--- src/rtl/hps_rs_bridge_pkg.sv ---
// Shared types and constants for the HPS-to-RS control bridge: command codes,
// bridge FSM states and the memory-wait timeout used by HPS_RS_BRIDGE_TIMEOUT_EN builds.
package hps_rs_bridge_pkg;

  typedef enum logic [2:0] {
    CMD_MEM = 3'b000,
    CMD_DEC = 3'b010,
    CMD_ENC = 3'b011
  } cmd_e;

  typedef enum logic [1:0] {
    ST_IDLE = 2'd0,
    ST_REQ  = 2'd1,
    ST_WAIT = 2'd2,
    ST_DONE = 2'd3
  } state_e;

  localparam int          TIMEOUT_CYCLES = 256;
  localparam int          TIMEOUT_CNT_W  = $clog2(TIMEOUT_CYCLES);
  localparam logic [31:0] TIMEOUT_RDATA  = 32'hDEADBEEF;

endpackage

--- src/rtl/hps_rs_control_bridge.sv ---
// Avalon-MM slave that forwards word accesses to the HPS memory port and issues
// Reed-Solomon encode/decode start commands. Define HPS_RS_BRIDGE_TIMEOUT_EN to bound memory waits.
module hps_rs_control_bridge
  import hps_rs_bridge_pkg::*;
#(
  parameter int SLAVE_ADDR_BITWIDTH = 32
) (
  input  logic                           aclk_i,
  input  logic                           aresetn_i,
  input  logic                           chipselect_i,
  input  logic                           read_i,
  input  logic                           write_i,
  input  logic [SLAVE_ADDR_BITWIDTH-1:0] address_i,
  input  logic [31:0]                    writedata_i,
  output logic [31:0]                    readdata_o,
  output logic                           readdatavalid_o,
  output logic                           waitrequest_o,
  output logic                           hps_mem_stb_o,
  output logic                           hps_mem_write_o,
  output logic [31:0]                    hps_mem_wdata_o,
  output logic [7:0]                     hps_mem_addr_o,
  input  logic [31:0]                    hps_mem_rdata_i,
  input  logic                           hps_mem_rdy_i,
  output logic                           hps_rs_exec_o,
  output logic                           hps_rs_en_decn_o,
  output logic [7:0]                     hps_rs_addr_o
);

  // Handshake: an Avalon transfer is accepted on the rising edge where
  // chipselect_i & (read_i | write_i) is high and waitrequest_o is low; read
  // data follows later as a one-cycle readdatavalid_o pulse.
  state_e     state;
  state_e     state_nxt;
  logic       req;
  logic [2:0] cmd;
  logic       is_mem;
  logic       is_rs;
  logic       timed_out;
  logic       unused_addr;

  assign req         = chipselect_i & (read_i | write_i);
  assign cmd         = address_i[10:8];
  assign is_mem      = (cmd == CMD_MEM);
  assign is_rs       = (cmd == CMD_ENC) || (cmd == CMD_DEC);
  assign unused_addr = ^address_i;

`ifdef HPS_RS_BRIDGE_TIMEOUT_EN
  logic [TIMEOUT_CNT_W-1:0] wait_cnt;

  always_ff @(posedge aclk_i or negedge aresetn_i) begin
    if (!aresetn_i) begin
      wait_cnt <= '0;
    end else if (state != ST_WAIT) begin
      wait_cnt <= '0;
    end else begin
      wait_cnt <= wait_cnt + 1'b1;
    end
  end

  // Fires on the last of TIMEOUT_CYCLES consecutive WAIT cycles without a ready.
  assign timed_out = (state == ST_WAIT) && !hps_mem_rdy_i &&
                     (wait_cnt == TIMEOUT_CNT_W'(TIMEOUT_CYCLES - 1));
`else
  assign timed_out = 1'b0;
`endif

  always_ff @(posedge aclk_i or negedge aresetn_i) begin
    if (!aresetn_i) begin
      state <= ST_IDLE;
    end else begin
      state <= state_nxt;
    end
  end

  always_comb begin
    state_nxt     = state;
    hps_mem_stb_o = 1'b0;
    // Command and reserved accesses complete in IDLE without a stall.
    waitrequest_o = aresetn_i && req && (state != ST_DONE) &&
                    !((state == ST_IDLE) && !is_mem);
    case (state)
      ST_IDLE: if (req && is_mem) state_nxt = ST_REQ;
      ST_REQ: begin
        hps_mem_stb_o = 1'b1;
        state_nxt     = ST_WAIT;
      end
      ST_WAIT: if (hps_mem_rdy_i || timed_out) state_nxt = ST_DONE;
      ST_DONE: state_nxt = ST_IDLE;
      default: state_nxt = ST_IDLE;
    endcase
  end

  always_ff @(posedge aclk_i or negedge aresetn_i) begin
    if (!aresetn_i) begin
      readdata_o       <= '0;
      readdatavalid_o  <= 1'b0;
      hps_mem_write_o  <= 1'b0;
      hps_mem_wdata_o  <= '0;
      hps_mem_addr_o   <= '0;
      hps_rs_exec_o    <= 1'b0;
      hps_rs_en_decn_o <= 1'b0;
      hps_rs_addr_o    <= '0;
    end else begin
      readdatavalid_o <= 1'b0;
      hps_rs_exec_o   <= 1'b0;
      if ((state == ST_IDLE) && req) begin
        if (is_mem) begin
          hps_mem_addr_o  <= address_i[7:0];
          hps_mem_wdata_o <= writedata_i;
          hps_mem_write_o <= write_i;
        end else if (write_i) begin
          if (is_rs) begin
            hps_rs_exec_o    <= 1'b1;
            hps_rs_addr_o    <= address_i[7:0];
            hps_rs_en_decn_o <= (cmd == CMD_ENC);
          end
        end else begin
          // Non-memory reads answer immediately with zero.
          readdata_o      <= '0;
          readdatavalid_o <= 1'b1;
        end
      end
      if (state == ST_WAIT) begin
        if (hps_mem_rdy_i) begin
          readdata_o      <= hps_mem_rdata_i;
          readdatavalid_o <= !hps_mem_write_o;
        end else if (timed_out) begin
          readdata_o      <= TIMEOUT_RDATA;
          readdatavalid_o <= !hps_mem_write_o;
        end
      end
    end
  end

endmodule

--- config.mk ---
export PLATFORM = sky130hd
export DESIGN_NAME = hps_rs_control_bridge
export DESIGN_NICKNAME = d
export VERILOG_FILES = /design/src/rtl/hps_rs_bridge_pkg.sv /design/src/rtl/hps_rs_control_bridge.sv
export SDC_FILE = /design/constraint.sdc
export NUM_CORES = 1
export LEC_CHECK = 0
export BUFFER_PORTS_ARGS = -buffer_cell sky130_fd_sc_hd__clkbuf_2
export CAP_MARGIN = 20
export CORE_UTILIZATION = 35
export DETAILED_ROUTE_END_ITERATION = 8
export MAX_ROUTING_LAYER = met4
export PLACE_DENSITY_LB_ADDON = 0.05
export SLEW_MARGIN = 20
export SYNTH_ARGS = -nofsm -noshare
export SYNTH_HDL_FRONTEND = slang
export SYNTH_SLANG_ARGS = --single-unit
export TNS_END_PERCENT = 50
--- constraint.sdc ---
create_clock -name aclk_i -period 4.6 [get_ports aclk_i]
set_input_delay 0.92 -clock aclk_i [delete_from_list [all_inputs] [get_ports aclk_i]]
set_output_delay 0.92 -clock aclk_i [all_outputs]
set_load 0.02 [all_outputs]
-- After elaboration in Yosys (flattened, before gate mapping)
Cells that the tools add are included.
- flip-flop bits (word level): 86
- input bits: 102
- output and inout bits: 86
- logic and storage cells: 53
- equal/unequal tests: 8
- multiplexer cells: 18
- bitwise logic cells: 3
- reductions and logical operators: 15
- operator list (cell ; count):
    two-way mux 32 bit ; 5
    two-way mux 1 bit ; 10
    case mux 2 bit (4 select lines) ; 1
    equality test 3 x 2 -> 1 bit (second input constant) ; 2
    logical AND 1 bit ; 6
    equality test 2 bit (second input constant) ; 2
    two-way mux 2 bit ; 2
    inequality test 2 bit (second input constant) ; 2
    AND reduction 2 bit ; 2
    AND reduction 4 bit ; 1
    logical NOT 1 bit ; 3
    logical NOT 3 bit ; 1
    equality test 2 x 1 -> 1 bit (second input constant) ; 1
    logical NOT 2 bit ; 1
    inequality test 2 x 1 -> 1 bit (second input constant) ; 1
    AND 1 bit ; 1
    logical OR 1 bit ; 1
    NOT 1 bit ; 1
    bitwise OR 1 bit ; 1

-- Depth between registers and ports, before layout
Gate-level depths: netlist of the first run.
- depth in word-level cells: 6
- mapped depth: 7
- gate-level depth less buffers: 5

-- Worst setup path after synthesis of the first run
Ideal clock, no wire load.
- kind: input to output
- start: input address_i[10]
- end: output waitrequest_o
- arrival: 2.473 ns
- required time: 3.680 ns
- path slack: 1.207 ns
- cell stages on the path: 2
- cell sequence: or3_1 -> a2111oi_0
- word-level cells in the longest chain between the ends: 5
- RTL lines (what ; RTL line ; source):
    start, declared ; hps_rs_control_bridge.sv:13 ; input logic [SLAVE_ADDR_BITWIDTH-1:0] address_i,
    logical NOT 3 bit ; hps_rs_control_bridge.sv:43 ; assign is_mem = (cmd == CMD_MEM);
    logical NOT 1 bit ; hps_rs_control_bridge.sv:80 ; !((state == ST_IDLE) && !is_mem);
    logical AND 1 bit ; hps_rs_control_bridge.sv:80 ;
    logical NOT 1 bit ; hps_rs_control_bridge.sv:80 ;
    logical AND 1 bit ; hps_rs_control_bridge.sv:79 ; waitrequest_o = aresetn_i && req && (state != ST_DONE) &&
    end, declared ; hps_rs_control_bridge.sv:17 ; output logic waitrequest_o,
Every way passes these cells.

-- Final worst setup path of the first run
Ends and elaborated chain as after synthesis.

==> results.txt, run 1 <==
weighted congestion at the end of routability-driven global placement: 0.703
clock buffers created by TritonCTS: 9
Layout Nets: 552
DP Wirelength: 5770 um
Leak: 0.00251 uW
area of the die: 10,900 sq um
via count: 2,648
worst min path class: input port to asynchronous set/reset pin
count of antenna-violating nets left after detailed routing: 0
worst hold margin: 0.450 ns
CORE AREA: 9950 sq um
placed cell count: 567
antenna diode instance count: 0
first-pass GRT wire length: 13,800 um
run status: complete, no violations
maximum buffer depth of the clock tree: 2
clk root buf: sky130_fd_sc_hd__clkbuf_8
transition time at the pin with the least slew margin: 0.824 ns
largest cells by area after synthesis: sky130_fd_sc_hd__dfrtp_1, sky130_fd_sc_hd__mux2_4, sky130_fd_sc_hd__nand2_1, sky130_fd_sc_hd__o21ai_0, sky130_fd_sc_hd__mux2_2
number of hold buffers added after CTS: 0
Sink Count: 86
Pre-Repair DR Iteration Count: 4
share of total power consumed by net switching: 0.387
sequential element share of the synthesized area: 0.589
clock latency at the later pin of the worst-skew pair: 0.35 ns
largest clock skew in the final design: 0.00805 ns
overall power after layout: 3280 uW
cell type with the largest total area after synthesis: sky130_fd_sc_hd__dfrtp_1
x dimension of the die: 104 um
initial standard-cell utilization of the core: 0.367
Post-Place Cell Area: 4560 sq um
Seq. cell area: 2150 sq um
Final setup viols: 0
relative area change from synthesis to final layout: 30.6%
crit share post-route: 0.656
number of storage elements in the synthesis netlist: 86
critical path peak fanout: 3
register clock-pin slew on the reported worst setup and hold paths: 0.08 ns
register share of total power: 0.391
worst-case headroom to the max-slew limit: 0.451
combinational share of power: 0.433
count of instances resized after the clock tree is built: 0
sum of overflow across all layers after global routing: 0
number of vias per cell: 4.54
DR WL/cell: 14.2 um
CP Data Required Time: 3.68 ns
number of cells in the finished layout apart from fillers: 583
number of distinct library cells after synthesis: 28
final max-slew violation count: 0
# port buffers: 166
part of the power in the clock network: 0.176
largest net degree at the start of global routing: 66
total net switching power: 1270 uW
Crit. End Element: output port
TritonCTS clock tree: built
area of the mapped netlist: 3660 sq um
data arrival time of the critical path: 2.10 ns
critical path start-end classification: input port to output port
YS warnings: 0
synthesized netlist cell count: 279
share of post-route cells with drive strength above 1: 0.533
setup TNS after final layout: 0 ns
Worst setup SP type: input port
internal reg-to-reg setup slack: 2.46 ns
area of the multi-input gates: 1370 sq um
nets in the synthesized netlist: 386
number of H-tree levels: 3
post-synth top area share: 0.589
number of antenna violations at the first check in global routing: 0
Avg Synthesized Cell Area: 13.1 sq um
height of the die: 104 um
unrepaired setup endpoints after global routing: no
fillers: 964
shortest clock period the worst path allows after layout: 3.02 ns
total non-filler cell area in the finished layout: 4770 sq um
max frequency: 331 MHz
Rows: 36
Initial DRC Count: 89
via count of the first global-routing pass: 2,659
number of top-level pins: 188
Power Density: 687 nW/um^2
GRT Total Usage: 0.167
largest voltage drop on the vdd net: 0.278 mV
total DRC errors in the routed layout: 0
final number of hold-violating endpoints: 0
count of maximum capacitance violations: 0
Post-CTS Setup Inserts: 0
Internal: 2010 uW
total wire length after detailed routing: 8290 um
==> registers in the layout (all words and copies together), names as in the netlist <==
signal            cells
hps_mem_write_o       1
readdata_o           32
readdatavalid_o       1
hps_rs_addr_o         8
hps_rs_exec_o         1
hps_mem_addr_o        8
hps_mem_wdata_o      32
state                 2
hps_rs_en_decn_o      1
==> per-stage QoR <==
step           utilization  setup slack (ns)
3_5_place_dp         0.458              1.54
5_1_grt              0.480              1.50
4_1_cts              0.480              1.54
2_1_floorplan            -              1.21
6_report             0.480              1.58
3_3_place_gp         0.458              1.56
==> power by group through the flow <==
stage / clock network [uW] / registers, uW / logic, uW
after detailed placement: 0 / 1290 / 1440
after global routing: 634 / 1330 / 1540
after global placement: 0 / 1280 / 1430
final: 578 / 1280 / 1420
after floorplan: 0 / 1700 / 518
after CTS: 601 / 1290 / 1440
==> routing by layer <==
layer  wire [um]  global-route usage
met1        3850               0.224
met2        3910               0.250
met3         398              0.0276
met4         131              0.0765
met5           0                   -
==> synth_stat cells, drive strengths merged <==
cell and n:
nand4 1, nand4b 2, o22ai 1, a21boi 1
and4 1, and2 1, inv 3, ha 5
nand2 67, and3 1, o21ai 34, or2 1
nor2 1, nor2b 3, nor3b 1, nor4b 1
o22a 1, mux2 50, clkbuf 10, buf 5
o32ai 1, or3 1, a2111oi 1, dfrtp 86
==> logic make-up (layout without fill, tap and decap cells) <==
kind of cell	count (synthesis)	count (layout)	share of synthesized area
compound gates	39	39	0.0575
mux	50	50	0.195
flops	86	86	0.589
simple gates	81	81	0.103
buf+inv	18	189	0.0383
fa+ha+maj	5	5	0.0171
==> area by class of cell <==
class	instances	area share
multi-input combinational	175	0.286
clock inverter	4	0.0147
timing repair buffer	170	0.181
sequential	86	0.451
clock buffer	12	0.0304
inverter	3	0.00236
tap	133	0.0349
==> worst paths after layout <==
path,end,startpoint,cells after the start
setup / recovery,waitrequest_o,address_i[10],4
hold / removal,hps_mem_wdata_o[16]$_DFFE_PN0P_,aresetn_i,1
setup reg to reg,hps_mem_wdata_o[27]$_DFFE_PN0P_,state[0]$_DFFE_PN0P_,5
hold reg to reg,hps_rs_addr_o[4]$_DFFE_PN0P_,hps_rs_addr_o[4]$_DFFE_PN0P_,1
max in group asynchronous,hps_rs_en_decn_o$_DFFE_PN0P_,aresetn_i,2
min in group aclk_i,hps_rs_addr_o[4]$_DFFE_PN0P_,hps_rs_addr_o[4]$_DFFE_PN0P_,1
==> layout by cell type, fill, tap and decap left out, types with 2 or more instances in the layout <==
cell type and instances:
sky130_fd_sc_hd__buf_4 5, sky130_fd_sc_hd__bufinv_16 2, sky130_fd_sc_hd__clkbuf_1 2, sky130_fd_sc_hd__clkbuf_2 165, sky130_fd_sc_hd__clkbuf_8 10, sky130_fd_sc_hd__clkinv_2 2
sky130_fd_sc_hd__dfrtp_1 86, sky130_fd_sc_hd__ha_1 5, sky130_fd_sc_hd__inv_1 3, sky130_fd_sc_hd__mux2_2 10, sky130_fd_sc_hd__mux2_4 40, sky130_fd_sc_hd__nand2_1 67
sky130_fd_sc_hd__nand4b_1 2, sky130_fd_sc_hd__nor2b_1 2, sky130_fd_sc_hd__o21ai_0 30, sky130_fd_sc_hd__o21ai_1 4
==> worst max-delay path, cell delays in order <==
cell and delay, ns:
sky130_fd_sc_hd__clkbuf_2 0.12, sky130_fd_sc_hd__or3_1 0.41, sky130_fd_sc_hd__a2111oi_0 0.40, sky130_fd_sc_hd__clkbuf_2 0.25
(Power assumes the default switching activity.)
==> run 2: changes to the inputs <==
==> constraint.sdc (replaced) <==
create_clock -name aclk_i -period 2.9 [get_ports aclk_i]
set_input_delay 0.58 -clock aclk_i [delete_from_list [all_inputs] [get_ports aclk_i]]
set_output_delay 0.58 -clock aclk_i [all_outputs]
set_load 0.02 [all_outputs]
==> run 2 against run 1 <==
  * Register-to-register slack got worse by 1.6 ns
  * Critical endpoint unchanged
  * Combinational power rose by 59%
  * Worst setup slack got worse by 1.0 ns
  * Clock-buffer cell count rose by 2
  * Critical path depth did not move
  * First-iteration DRC count rose by 54%
  * Non-clock buffer count rose by 2
  * Final cell count rose by 0.34%
  * Sequential cell count did not move
  * Die area did not move
  * Largest power group unchanged
  * Highest routed layer unchanged
==> results.txt, run 2 (synthesis gave the netlist of run 1 again) <==
clk root buf: sky130_fd_sc_hd__clkbuf_8
met3 wire length: 467 um
CORE AREA: 9950 sq um
critical path start-end classification: input port to output port
leading cell type in the layout, fill and taps excluded: sky130_fd_sc_hd__clkbuf_2
largest clock skew in the final design: 0.0120 ns
max frequency: 424 MHz
overall power after layout: 5190 uW
area of the die: 10,900 sq um
largest voltage drop on the vdd net: 0.517 mV
register clock-pin slew on the reported worst setup and hold paths: 0.08 ns
unrepaired setup endpoints after global routing: no
maximum buffer depth of the clock tree: 2
TritonCTS clock tree: built
routed length on met2: 3830 um
crit path setup slack, layout: 0.544 ns
relative area change from synthesis to final layout: 31.8%
clock buffers created by TritonCTS: 9
clock latency at the later pin of the worst-skew pair: 0.35 ns
count of antenna-violating nets left after detailed routing: 0
via count: 2,641
x dimension of the die: 104 um
Worst setup SP type: input port
total DRC errors in the routed layout: 0
number of vias per cell: 4.51
height of the die: 104 um
via count of the first global-routing pass: 2,631
# port buffers: 166
largest net degree at the start of global routing: 58
DR WL/cell: 14.2 um
Top Registers: hps_mem_wdata_o x32, readdata_o x32
weighted congestion at the end of routability-driven global placement: 0.733
count of instances resized after the clock tree is built: 0
crit share post-route: 0.812
Power Density: 1080 nW/um^2
sum of overflow across all layers after global routing: 0
share of post-route cells with drive strength above 1: 0.535
total wire length after detailed routing: 8280 um
GRT Total Usage: 0.163
Crit. End Element: output port
worst-case headroom to the max-slew limit: 0.529
Leak: 0.00253 uW
number of top-level pins: 188
shortest clock period the worst path allows after layout: 2.36 ns
Post-CTS Setup Inserts: 0
fillers: 941
final number of hold-violating endpoints: 0
number of antenna violations at the first check in global routing: 0
number of H-tree levels: 3
Pre-Repair DR Iteration Count: 4
Sink Count: 86
worst reg-to-reg path cell count: 5
data arrival time of the critical path: 1.78 ns
run status: complete, no violations
Final setup viols: 0
worst min path class: input port to asynchronous set/reset pin
Layout Nets: 554
number of hold buffers added after CTS: 0
first-pass GRT wire length: 13,400 um
highest metal layer with signal wires: met4
final core utilization: 0.484
CP Data Required Time: 2.32 ns
leading cell types in the layout, fill and taps excluded: sky130_fd_sc_hd__clkbuf_2, sky130_fd_sc_hd__dfrtp_1, sky130_fd_sc_hd__nand2_1, sky130_fd_sc_hd__mux2_4, sky130_fd_sc_hd__o21ai_0
area of the multi-input gates: 1370 sq um
Seq. cell area: 2150 sq um
sum of routed wire segments on met1: 3860 um
DP Wirelength: 5840 um
worst slack at placement: 0.541 ns
initial standard-cell utilization of the core: 0.367
Rows: 36
final max-slew violation count: 0
critical path peak fanout: 3
transition time at the pin with the least slew margin: 0.706 ns
setup TNS after final layout: 0 ns
count of maximum capacitance violations: 0
Post-Place Cell Area: 4600 sq um
antenna diode instance count: 0
total non-filler cell area in the finished layout: 4820 sq um
Initial DRC Count: 137
## run 2: area by class of cell
| class | instances | area share |
|---|---|---|
| tap | 133 | 0.0345 |
| timing repair buffer | 172 | 0.187 |
| inverter | 3 | 0.00234 |
| clock inverter | 2 | 0.00779 |
| multi-input combinational | 175 | 0.283 |
| clock buffer | 14 | 0.0379 |
| sequential | 86 | 0.447 |
## run 2: path summary, 6_finish.rpt
path | start | endpoint | slack, ns
min in group aclk_i | hps_mem_rdata_i[19] | readdata_o[19]$_DFF_PN0_ | 0.42
setup reg to reg | state[0]$_DFFE_PN0P_ | hps_mem_wdata_o[2]$_DFFE_PN0P_ | 0.83
max in group asynchronous | aresetn_i | readdata_o[4]$_DFF_PN0_ | 1.61
hold / removal | aresetn_i | hps_mem_addr_o[3]$_DFFE_PN0P_ | 0.25
setup / recovery | address_i[10] | waitrequest_o | 0.54
hold reg to reg | hps_rs_addr_o[6]$_DFFE_PN0P_ | hps_rs_addr_o[6]$_DFFE_PN0P_ | 0.51
## run 2: report_power, final
group	internal [uW]	switching [uW]
sequential	1740	284
combinational	948	1310
clock	493	407
total	3190	2010
## run 2: critical path, stage by stage
cell,delay (ns)
sky130_fd_sc_hd__clkbuf_2,0.12
sky130_fd_sc_hd__or3_1,0.43
sky130_fd_sc_hd__a2111oi_0,0.40
sky130_fd_sc_hd__clkbuf_2,0.24
## run 2: layer usage
layer / vias to the layer above / track usage
met5: - / -
met4: 0 / 0.0704
met3: 10 / 0.0338
met2: 102 / 0.240
met1: 1249 / 0.218
li1: 1280 / -
## run 2: metrics by stage
| step | instances | hold slack, ns |
|---|---|---|
| finish | 585 | 0.251 |
| global route | 585 | 0.280 |
| CTS | 585 | 0.252 |
| detailed placement | 569 | 0.493 |
| global placement | 569 | 0.488 |
| floorplan | 279 | 0.284 |
==> run 3: changes to the inputs <==
==> constraint.sdc (replaced) <==
create_clock -name aclk_i -period 2 [get_ports aclk_i]
set_input_delay 0.4 -clock aclk_i [delete_from_list [all_inputs] [get_ports aclk_i]]
set_output_delay 0.4 -clock aclk_i [all_outputs]
set_load 0.02 [all_outputs]
==> run 3 against run 2 <==
  * Final cell count is 0.51% higher
  * Non-clock buffer count is 4 higher
  * Sequential share of layout area hardly changed
  * Critical endpoint unchanged
  * Worst setup slack worse by 0.43 ns
  * Combinational power is 48% higher
  * Utilization hardly changed
==> results.txt, run 3 (synthesis gave the netlist of run 1 again) <==
Final setup viols: 0
cell family with the largest share of critical-path delay: simple AND/OR/NAND/NOR gates
final max-slew violation count: 0
max frequency: 529 MHz
initial standard-cell utilization of the core: 0.367
height of the die: 104 um
part of the power in the clock network: 0.147
share of post-route cells with drive strength above 1: 0.538
Sink Count: 86
Post-Place Cell Area: 4630 sq um
via count of the first global-routing pass: 2,696
setup TNS after final layout: 0 ns
sum of overflow across all layers after global routing: 0
clock buffers created by TritonCTS: 9
register share of total power: 0.399
DR WL/cell: 13.8 um
maximum buffer depth of the clock tree: 2
Pre-Repair DR Iteration Count: 4
CORE AREA: 9950 sq um
number of antenna violations at the first check in global routing: 0
data arrival time of the critical path: 1.49 ns
run status: complete, no violations
weighted congestion at the end of routability-driven global placement: 0.696
leading cell type in the layout, fill and taps excluded: sky130_fd_sc_hd__clkbuf_2
area of the die: 10,900 sq um
combinational share of power: 0.454
CP Data Required Time: 1.60 ns
number of top-level pins: 188
critical-path cell with the highest stage delay: sky130_fd_sc_hd__or3_1
register clock-pin slew on the reported worst setup and hold paths: 0.08 ns
DP Wirelength: 5610 um
Worst setup SP type: input port
shortest clock period the worst path allows after layout: 1.89 ns
largest clock skew in the final design: 0.00750 ns
total wire length after detailed routing: 8110 um
Rows: 36
transition time at the pin with the least slew margin: 0.453 ns
largest voltage drop on the vdd net: 0.637 mV
x dimension of the die: 104 um
TritonCTS clock tree: built
first-pass GRT wire length: 13,800 um
worst-case headroom to the max-slew limit: 0.698
unrepaired setup endpoints after global routing: no
ordered list of cells on the worst path: clkbuf_2, or3_1, a2111oi_2, buf_4
leading cell types in the layout, fill and taps excluded: sky130_fd_sc_hd__clkbuf_2, sky130_fd_sc_hd__dfrtp_1, sky130_fd_sc_hd__nand2_1, sky130_fd_sc_hd__mux2_4, sky130_fd_sc_hd__o21ai_0
# port buffers: 166
count of maximum capacitance violations: 0
crit share post-route: 0.945
total DRC errors in the routed layout: 0
total net switching power: 2890 uW
number of vias per cell: 4.53
clk root buf: sky130_fd_sc_hd__clkbuf_8
clock latency at the later pin of the worst-skew pair: 0.35 ns
Initial DRC Count: 99
relative area change from synthesis to final layout: 31.8%
slowest stage delay, CP: 0.41 ns
number of H-tree levels: 3
Internal: 4460 uW
antenna diode instance count: 0
critical path peak fanout: 3
fillers: 943
final core utilization: 0.484
critical path start-end classification: input port to output port
Power Density: 1530 nW/um^2
Crit. End Element: output port
total non-filler cell area in the finished layout: 4820 sq um
buffers and inverters on the worst path: 2
largest net degree at the start of global routing: 87
via count: 2,661
final number of hold-violating endpoints: 0
GRT Total Usage: 0.166
worst min path class: input port to asynchronous set/reset pin
count of antenna-violating nets left after detailed routing: 0
Leak: 0.00253 uW
Layout Nets: 558
share of total power consumed by net switching: 0.393
Top Registers: hps_mem_wdata_o x32, readdata_o x32
[run 3: worst paths after layout]
path | slack [ns] | end | cells past startpoint | from
worst max-delay path | 0.11 | waitrequest_o | 4 | address_i[10]
worst min-delay path | 0.11 | hps_mem_wdata_o[1]$_DFFE_PN0P_ | 2 | aresetn_i
worst max register to register | 0.21 | hps_mem_wdata_o[21]$_DFFE_PN0P_ | 5 | state[0]$_DFFE_PN0P_
worst min register to register | 0.51 | hps_mem_wdata_o[14]$_DFFE_PN0P_ | 1 | hps_mem_wdata_o[14]$_DFFE_PN0P_
max in group asynchronous | 1.55 | readdata_o[12]$_DFF_PN0_ | 2 | aresetn_i
min in group aclk_i | 0.25 | readdata_o[0]$_DFF_PN0_ | 3 | hps_mem_rdata_i[0]
[run 3: metal layers]
metal | vias to the layer above | global-route usage | part of all wire
li1 | 1277 | - | -
met1 | 1265 | 0.215 | 0.46
met2 | 108 | 0.249 | 0.47
met3 | 11 | 0.0420 | 0.055
met4 | 0 | 0.0643 | 0.011
met5 | - | - | 0
[run 3: what timing repair did]
action | CTS | global route
setup endpoints to repair | 1 | 1
pin swaps | 0 | 0
gates resized for setup | 1 | 2
buffers inserted | 2 | 0
hold buffers | 0 | 0
[run 3: metrics by stage]
step                cells  power [uW]  hold WS (ns)  setup WS, ns
floorplan             279        5120         0.104         0.145
global placement      571        6270         0.488        0.0804
detailed placement    571        6310         0.487        0.0813
CTS                   588        7460         0.113        0.0214
global route          588        7880         0.119        0.0145
finish                588        7350         0.106         0.110
[run 3: final cells by class]
cell class              count  area (sq um)  share of cell area
clock buffers              14           163              0.0337
clock inverters             1          5.00             0.00104
inverters                   3          11.3             0.00234
multi-input cells         175          1370               0.285
flip-flops and latches     86          2150               0.447
well taps                 133           166              0.0345
repair buffers            176           948               0.197
[run 3: worst reg2reg max path, stage by stage (launching register included)]
cell	delay, ns
sky130_fd_sc_hd__dfrtp_1	0.38
sky130_fd_sc_hd__inv_1	0.12
sky130_fd_sc_hd__ha_1	0.30
sky130_fd_sc_hd__and3_2	0.27
sky130_fd_sc_hd__buf_12	0.24
sky130_fd_sc_hd__mux2_2	0.37
[run 3: power by group through the flow]
| stage | logic [uW] | registers (uW) | clock network, uW |
|---|---|---|---|
| 6_report | 3340 | 2940 | 1080 |
| 5_1_grt | 3630 | 3040 | 1210 |
| 4_1_cts | 3390 | 2940 | 1130 |
| 3_5_place_dp | 3340 | 2970 | 0 |
| 3_3_place_gp | 3320 | 2940 | 0 |
| 2_1_floorplan | 1200 | 3920 | 0 |
